## src/rtl/lzrw1_pkg.sv

```systemverilog
// Shared types and helpers for the LZRW1 stream sequencer.
package lzrw1_pkg;

    typedef enum logic [2:0] {IDLE, CW0, CW1, B0, B1, ISSUE, FIN} state_t;

    localparam int   CW_BYTES     = 2;
    localparam logic LITERAL_FLAG = 1'b0;
    localparam logic COPY_FLAG    = 1'b1;

    // Item flags are taken MSB-first: item 0 is governed by cw[15].
    function automatic logic cw_flag(input logic [15:0] cw, input logic [3:0] idx);
        return cw[4'd15 - idx];
    endfunction

endpackage

```

## src/rtl/lzrw1_stream_sequencer.sv

```systemverilog
// Parses a raw LZRW1 byte stream into literal/copy items for the decompressor,
// one item outstanding at a time, with job length tracking and truncation detection.
module lzrw1_stream_sequencer
    import lzrw1_pkg::*;
#(
    parameter int LEN_WIDTH    = 16,
    parameter int ITEMS_PER_CW = 16
) (
    input  logic                 clock,
    input  logic                 reset,
    input  logic                 start,
    input  logic [LEN_WIDTH-1:0] comp_len,
    input  logic [7:0]           in_byte,
    input  logic                 in_valid,
    output logic                 in_ready,
    output logic [15:0]          dec_data,
    output logic                 dec_control_word,
    output logic                 dec_data_valid,
    input  logic                 dec_busy,
    output logic                 seq_busy,
    output logic                 done,
    output logic                 error
);

    localparam logic [3:0]           LAST_IDX = 4'(ITEMS_PER_CW - 1);
    localparam logic [LEN_WIDTH-1:0] ONE      = LEN_WIDTH'(1);

    state_t                state_q, state_d;
    logic [LEN_WIDTH-1:0]  rem_q, rem_d;
    logic [3:0]            item_idx_q, item_idx_d;
    logic [15:0]           cw_q, cw_d;
    logic [7:0]            hold_q, hold_d;
    logic [15:0]           dec_data_q, dec_data_d;
    logic                  dec_cw_q, dec_cw_d;
    logic                  dec_valid_q, dec_valid_d;
    logic                  in_ready_q, in_ready_d;
    logic                  seq_busy_q, seq_busy_d;
    logic                  done_q, done_d;
    logic                  error_q, error_d;
    logic                  byte_xfer, item_xfer;

    assign byte_xfer = in_valid && in_ready_q;
    assign item_xfer = dec_valid_q && !dec_busy;

    always_comb begin
        state_d     = state_q;
        rem_d       = rem_q;
        item_idx_d  = item_idx_q;
        cw_d        = cw_q;
        hold_d      = hold_q;
        dec_data_d  = dec_data_q;
        dec_cw_d    = dec_cw_q;
        dec_valid_d = dec_valid_q;
        error_d     = error_q;
        done_d      = (state_q == FIN);

        unique case (state_q)
            IDLE: begin
                if (start) begin
                    error_d = 1'b0;
                    rem_d   = comp_len;
                    state_d = (comp_len == '0) ? FIN : CW0;
                end
            end
            CW0: begin
                if (byte_xfer) begin
                    cw_d[15:8] = in_byte;
                    rem_d      = rem_q - ONE;
                    if (rem_q == ONE) begin
                        error_d = 1'b1;
                        state_d = FIN;
                    end else begin
                        state_d = CW1;
                    end
                end
            end
            CW1: begin
                if (byte_xfer) begin
                    cw_d[7:0]  = in_byte;
                    item_idx_d = 4'd0;
                    rem_d      = rem_q - ONE;
                    // A control word closing the stream is legal: it simply governs no items.
                    state_d    = (rem_q == ONE) ? FIN : B0;
                end
            end
            B0: begin
                if (byte_xfer) begin
                    rem_d = rem_q - ONE;
                    if (cw_flag(cw_q, item_idx_q) == LITERAL_FLAG) begin
                        dec_data_d  = {8'h00, in_byte};
                        dec_cw_d    = LITERAL_FLAG;
                        dec_valid_d = 1'b1;
                        state_d     = ISSUE;
                    end else begin
                        hold_d = in_byte;
                        if (rem_q == ONE) begin
                            error_d = 1'b1;
                            state_d = FIN;
                        end else begin
                            state_d = B1;
                        end
                    end
                end
            end
            B1: begin
                if (byte_xfer) begin
                    rem_d       = rem_q - ONE;
                    dec_data_d  = {hold_q, in_byte};
                    dec_cw_d    = COPY_FLAG;
                    dec_valid_d = 1'b1;
                    state_d     = ISSUE;
                end
            end
            ISSUE: begin
                if (item_xfer) begin
                    dec_valid_d = 1'b0;
                    if (rem_q == '0) begin
                        state_d = FIN;
                    end else if (item_idx_q == LAST_IDX) begin
                        state_d = CW0;
                    end else begin
                        item_idx_d = item_idx_q + 4'd1;
                        state_d    = B0;
                    end
                end
            end
            FIN:     state_d = IDLE;
            default: state_d = IDLE;
        endcase

        // Handshake flags are registered from the next state so they align with state_q.
        in_ready_d = (state_d == CW0) || (state_d == CW1) || (state_d == B0) || (state_d == B1);
        seq_busy_d = (state_d != IDLE);
    end

    always_ff @(posedge clock or negedge reset) begin
        if (!reset) begin
            state_q     <= IDLE;
            rem_q       <= '0;
            item_idx_q  <= '0;
            cw_q        <= '0;
            hold_q      <= '0;
            dec_data_q  <= '0;
            dec_cw_q    <= 1'b0;
            dec_valid_q <= 1'b0;
            in_ready_q  <= 1'b0;
            seq_busy_q  <= 1'b0;
            done_q      <= 1'b0;
            error_q     <= 1'b0;
        end else begin
            state_q     <= state_d;
            rem_q       <= rem_d;
            item_idx_q  <= item_idx_d;
            cw_q        <= cw_d;
            hold_q      <= hold_d;
            dec_data_q  <= dec_data_d;
            dec_cw_q    <= dec_cw_d;
            dec_valid_q <= dec_valid_d;
            in_ready_q  <= in_ready_d;
            seq_busy_q  <= seq_busy_d;
            done_q      <= done_d;
            error_q     <= error_d;
        end
    end

    assign in_ready         = in_ready_q;
    assign dec_data         = dec_data_q;
    assign dec_control_word = dec_cw_q;
    assign dec_data_valid   = dec_valid_q;
    assign seq_busy         = seq_busy_q;
    assign done             = done_q;
    assign error            = error_q;

endmodule

```

## config.mk

```make
export PLATFORM = sky130hd
export DESIGN_NAME = lzrw1_stream_sequencer
export DESIGN_NICKNAME = d
export VERILOG_FILES = /design/src/rtl/lzrw1_pkg.sv /design/src/rtl/lzrw1_stream_sequencer.sv
export SDC_FILE = /design/constraint.sdc
export NUM_CORES = 1
export LEC_CHECK = 0
export ABC_CLOCK_PERIOD_IN_PS = 3800
export CAP_MARGIN = 30
export CORE_MARGIN = 1.5
export CORE_UTILIZATION = 60
export CTS_BUF_LIST = sky130_fd_sc_hd__clkbuf_8
export DETAILED_ROUTE_END_ITERATION = 6
export PLACE_DENSITY = 0.95
export SYNTH_ARGS = -nofsm -noshare
export SYNTH_HDL_FRONTEND = slang
export SYNTH_SLANG_ARGS = --single-unit
```

## constraint.sdc

```tcl
create_clock -name clock -period 3.8 [get_ports clock]
set_clock_uncertainty 0.15 [all_clocks]
set_input_delay 1.14 -clock clock [delete_from_list [all_inputs] [get_ports clock]]
set_output_delay 1.14 -clock clock [all_outputs]
set_load 0.05 [all_outputs]
```

==> flow_summary.ini, run 1 <==
[route]
vias = 2873
wl_per_cell_um = 17.8
ant_nets = 0
drc = 0
routed_wl_um = 8130
vias_per_cell = 6.30
drtPass1Iterations = 5
drt-initial-drc-count = 265

[pwr]
p_total_mw = 3.64
irDropWorstVdd_mv = 0.652
leakagePower_nw = 1.74
p_per_area_mw_per_mm2 = 863

[synthesis]
synthMostInstantiatedCell = dfrtp_1
synth.top_cell.area_share = 0.500
ys_async_sr_fraction = 1.00
synth_edf_count = 0
synth_top_area_cell = dfrtp_1
synthTopCellsByArea = dfrtp_1, mux2_2, nand2_1
synth-main-ff-cell = dfrtp_1
syn-cell-area_mm2 = 0.00345
ys_ff_latch = 69
yosys-top-cells-count = dfrtp_1, nand2_1, mux2_2, nor2_1, a21oi_1
avgSynthCellArea_um2 = 10.7
syn_nets = 356
ys_types = 50
ys_seq_area_frac = 0.500
ys_warn_count = 0
syn_inst = 323

[sta]
finalSetupTns_ps = 0
slew_viol_final = 0
rsz0062_at_grt = no
max_freq_mhz = 314
min_period_ps = 3190
fin_crit_sh = 0.839
slew_headroom = 0.464
final_hold_viol_count = 0
worstMarginPinSlew_ps = 801
holdWs_ps = 352
finalSetupViolations = 0

[layout]
antenna_cells = 0
syn2layout_area_growth_pct = 22.2
layout.nets = 412
drive_gt1_frac = 0.174

[clock_network]
h-tree-depth = 3
cts.repair.resized = 0
cts_hold_buf = 0
cts_root_buf = clkbuf_8
cts_setup_buffers = 0
clkLatencyLatePin_ps = 350
clk_pin_slew_worst_paths_ps = 80
cts_buffer_depth = 2
numCtsBuffers = 9
cts.sinks = 69
cts_tree = built

[critical_path]
ff2ff_setup_slack_ps = 810
cp_data_arrival_time_ps = 3310
required_ps = 3920
r2r_end = dec_data[4]
regToRegStartpoint = item_idx_q[2]
cp_max_fo = 2
end_kind = register
reg2reg_depth = 6
startpoint_type = input pin
worstSetupPathType = input pin to register

[floorplanning]
core_area_mm2 = 0.00554
die_area_mm2 = 0.00621
rows = 27
die_h_um = 78.8
start_util = 0.623
die_w_um = 78.8
io_pins = 51

[global_route]
grt_max_degree = 29
grt_pass1_vias = 2921
antenna_found_initial = 0
grt-ovfl-total = 0
grt_pass1_wl_um = 13600
grt.total_usage = 0.282

[hold_path]
hold_depth = 1
min_from = hold_q[0]
holdPathEnd = dec_data[8]
hp-class = register to register

[placement]
dpl.hpwl_um = 5550
portBuffers = 50
gp_congestion = 0.983

[run_status]
status = completed

[job]
cap_violations = 0
-- through the flow --
step	cells	util	cell area, µm²	setup slack, ps
after detailed placement	440	0.725	4020	350
after floorplan	323	-	3450	1020
after global routing	456	0.761	4220	489
after CTS	456	0.761	4220	675
final	456	0.761	4220	613
after global placement	440	0.725	4020	402
-- state kept, by name, indices dropped and copies added, names as in the netlist --
signal / cells
done: 1
state_q: 3
seq_busy: 1
dec_data: 16
item_idx_q: 4
in_ready: 1
rem_q: 16
dec_data_valid: 1
dec_control_word: 1
error: 1
cw_q: 16
hold_q: 8
-- critical path, stage by stage --
cell and delay (ps):
clkdlybuf4s50_1 430, nor4_1 380, nand3b_1 150, nor2_1 170
o21ai_0 120, or4_4 580, nor2_2 200, xnor2_1 140
-- per-layer routing --
layer | wire length (µm) | share of wire | track usage | up-vias
li1 | - | - | - | 1292
met1 | 3180 | 0.39 | 0.331 | 1403
met2 | 4210 | 0.52 | 0.493 | 145
met3 | 502 | 0.062 | 0.0632 | 33
met4 | 237 | 0.029 | 0.128 | 0
met5 | 0 | 0 | 0 | -
-- worst max path at each step --
stage | start | end | slack, ps | depth (start not counted)
2_1_floorplan | in_valid | in_ready | 1020 | 8
3_5_place_dp | comp_len[1] | in_ready | 350 | 8
3_3_place_gp | comp_len[1] | in_ready | 400 | 8
4_1_cts | comp_len[1] | in_ready | 670 | 8
6_report | comp_len[1] | in_ready | 610 | 8
5_1_grt | comp_len[1] | in_ready | 490 | 8
-- power breakdown --
group | leakage (nW) | internal [mW] | switching (mW)
clock network | 0.104 | 0.306 | 0.290
registers | 0.858 | 1.06 | 0.260
logic | 0.781 | 0.702 | 1.02
total | 1.74 | 2.06 | 1.57
-- layout make-up --
cell class                 instances  area, µm²
timing repair buffer              56        541
fill                             357       1330
sequential                        69       1730
multi-input combinational        235       1630
tap                               72       90.1
clock inverter                     7       75.1
clock buffer                       9        124
inverter                           8       30.0
-- cell families (layout without fill, tap and decap cells) --
kind of cell / Yosys count / count (layout) / share of synthesized area
AOI/OAI and AO/OA: 68 / 68 / 0.132
xor gates and xnor gates: 5 / 5 / 0.0127
adders and majority gates: 4 / 4 / 0.0145
buffers and inverters: 19 / 80 / 0.0276
DFF: 69 / 69 / 0.500
muxes: 46 / 46 / 0.152
and+or+nand+nor: 112 / 112 / 0.161
-- cell usage in the layout, fill, tap and decap left out, drive strengths merged, types with 2 or more instances in the layout --
cell type      count
a21oi             18
a22o               8
a22oi              3
a31o               3
a31oi              3
a32oi              5
and2               3
and2b              2
and3               3
buf                7
clkbuf             9
clkdlybuf4s50     49
clkinv             6
dfrtp             69
ha                 4
inv                8
mux2              32
mux2i             12
mux4               2
nand2             35
nand2b             3
nand3             14
nand4              6
nor2              23
nor2b              2
nor3               9
nor3b              2
nor4               6
o211ai             2
o21ai             16
o22ai              3
xnor2              3
xor2               2
Note: power is estimated with default switching activity, not from simulation.
==> run 2: changes to the inputs <==
--- a/config.mk
+++ b/config.mk
@@ -5,13 +5,13 @@
 export SDC_FILE = /design/constraint.sdc
 export NUM_CORES = 1
 export LEC_CHECK = 0
-export ABC_CLOCK_PERIOD_IN_PS = 3800
+export ABC_CLOCK_PERIOD_IN_PS = 3260
 export CAP_MARGIN = 30
 export CORE_MARGIN = 1.5
-export CORE_UTILIZATION = 60
+export CORE_UTILIZATION = 56
 export CTS_BUF_LIST = sky130_fd_sc_hd__clkbuf_8
 export DETAILED_ROUTE_END_ITERATION = 6
-export PLACE_DENSITY = 0.95
+export PLACE_DENSITY = 0.93
 export SYNTH_ARGS = -nofsm -noshare
 export SYNTH_HDL_FRONTEND = slang
 export SYNTH_SLANG_ARGS = --single-unit
==> constraint.sdc (replaced) <==
create_clock -name clock -period 3.26 [get_ports clock]
set_clock_uncertainty 0.15 [all_clocks]
set_input_delay 0.978 -clock clock [delete_from_list [all_inputs] [get_ports clock]]
set_output_delay 0.978 -clock clock [all_outputs]
set_load 0.05 [all_outputs]
==> run 2 against run 1 <==
  * First-iteration DRC count is 23% lower
  * Final cell count rose by 1.3%
  * Register-to-register slack got worse by 620 ps
  * Count of clock-buffer cells in the layout unchanged
  * Die area is 6.9% higher
  * Sequential power increased by 17%
  * Total power rose by 17%
  * Final area up 0.92%
  * Non-clock buffer count is 3 higher
  * Setup slack got worse by 420 ps
  * Largest power group unchanged
==> flow_summary.ini, run 2 (synthesized netlist as in run 1, its figures left out) <==
[hold_path]
holdPathEnd = dec_control_word
hold_depth = 1
min_from = dec_control_word
hp-class = register to register

[global_route]
globalRouteMet2Util = 0.482
grt_max_degree = 70
grt.total_usage = 0.270
grt_use_met3 = 0.0656
grt_pass1_vias = 2844
antenna_found_initial = 0
grt_pass1_wl_um = 13400
met1_usage = 0.318
busiest_layer = met2
grt-ovfl-total = 0

[sta]
rsz0062_at_grt = no
worstMarginPinSlew_ps = 854
fin_crit_sh = 0.941
max_freq_mhz = 326
slew_headroom = 0.431
slew_viol_final = 0
final_hold_viol_count = 0
min_period_ps = 3070
finalSetupViolations = 0

[layout]
final_area_mm2 = 0.00425
final_common_cell = dfrtp_1
fin_cells = 462
drive_gt1_frac = 0.178
mostFrequentLayoutCells = dfrtp_1, clkdlybuf4s50_1, nand2_1
syn2layout_area_growth_pct = 23.3
antenna_cells = 0
layout.nets = 415

[route]
ant_nets = 0
drc = 0
routed_wl_um = 8080
drt-initial-drc-count = 204
wl_per_cell_um = 17.5
vias = 2812
vias_per_cell = 6.09
drtPass1Iterations = 5

[clock_network]
clkLatencyLatePin_ps = 350
cts.sinks = 69
cts_buffer_depth = 2
cts_setup_buffers = 0
cts_root_buf = clkbuf_8
clk_pin_slew_worst_paths_ps = 80
h-tree-depth = 3
cts_tree = built
cts_hold_buf = 0
cts.repair.resized = 0
numCtsBuffers = 9

[critical_path]
r2r_end = dec_data[6]
required_ps = 3340
ff2ff_setup_slack_ps = 190
regToRegStartpoint = item_idx_q[2]
cp_max_fo = 18
end_kind = register
worstSetupPathType = register to register
cp_data_arrival_time_ps = 3150
startpoint_type = register
reg2reg_depth = 6

[floorplanning]
io_pins = 51
die_h_um = 81.5
die_area_mm2 = 0.00664
die_w_um = 81.5
core_area_mm2 = 0.00592
start_util = 0.583
rows = 28

[pwr]
p_per_area_mw_per_mm2 = 1000
leakagePower_nw = 1.76
irDropWorstVdd_mv = 0.777
p_total_mw = 4.25

[placement]
portBuffers = 50
post-place-cells = 446
placed_area_mm2 = 0.00406
dpl.hpwl_um = 5640
gp_congestion = 0.921

[run_status]
status = completed

[job]
cap_violations = 0
run 2: cell types whose count changed in the layout (fill, tap and decap cells not counted):
cell,delta
buf_4,+2
inv_6,+1
clkinvlp_4,+2
buf_12,+1
clkinv_2,-2
clkinv_4,-2
inv_1,+1
run 2: metal layers:
metal  vias up  share of wire
met5         -              0
met4         0          0.012
met3        12          0.063
met2       112           0.52
met1      1378           0.40
li1       1310              -
run 2: critical path: stages (launching register included):
cell and delay, ps:
dfrtp_1 660, mux2i_1 140, mux4_2 510, nor3b_1 170, a31o_4 240, o21ai_2 660, mux2_2 410
run 2: per-stage QoR:
step                      hold slack [ps]  worst slack [ps]   util  TNS, ps
after CTS                             335               189  0.719        0
after global routing                  365              50.8  0.719        0
final                                 330               193  0.719        0
after detailed placement              315             -72.1  0.685     -129
after floorplan                       318               645      -        0
after global placement                310              53.9  0.685        0
run 2: how the worst max path moves through the flow:
stage,endpoint,startpoint,slack [ps],depth (start not counted)
2_1_floorplan,in_ready,in_valid,640,8
3_3_place_gp,in_ready,comp_len[8],50,8
3_5_place_dp,in_ready,comp_len[4],-70,8
4_1_cts,dec_data[6],item_idx_q[2],190,6
5_1_grt,in_ready,comp_len[4],50,8
6_report,dec_data[6],item_idx_q[2],190,6
run 2: final cells by class:
type | count | area, µm²
Sequential cell | 69 | 1730
Fill cell | 418 | 1670
Multi-Input combinational cell | 235 | 1630
Timing Repair Buffer | 59 | 576
Clock buffer | 9 | 124
Tap cell | 75 | 93.8
Clock inverter | 7 | 75.1
Inverter | 8 | 30.0
run 2: power breakdown:
part | total [mW] | internal, mW | switching [mW]
sequential | 1.54 | 1.23 | 0.307
clock | 0.693 | 0.357 | 0.337
combinational | 2.02 | 0.838 | 1.18
total | 4.25 | 2.43 | 1.83
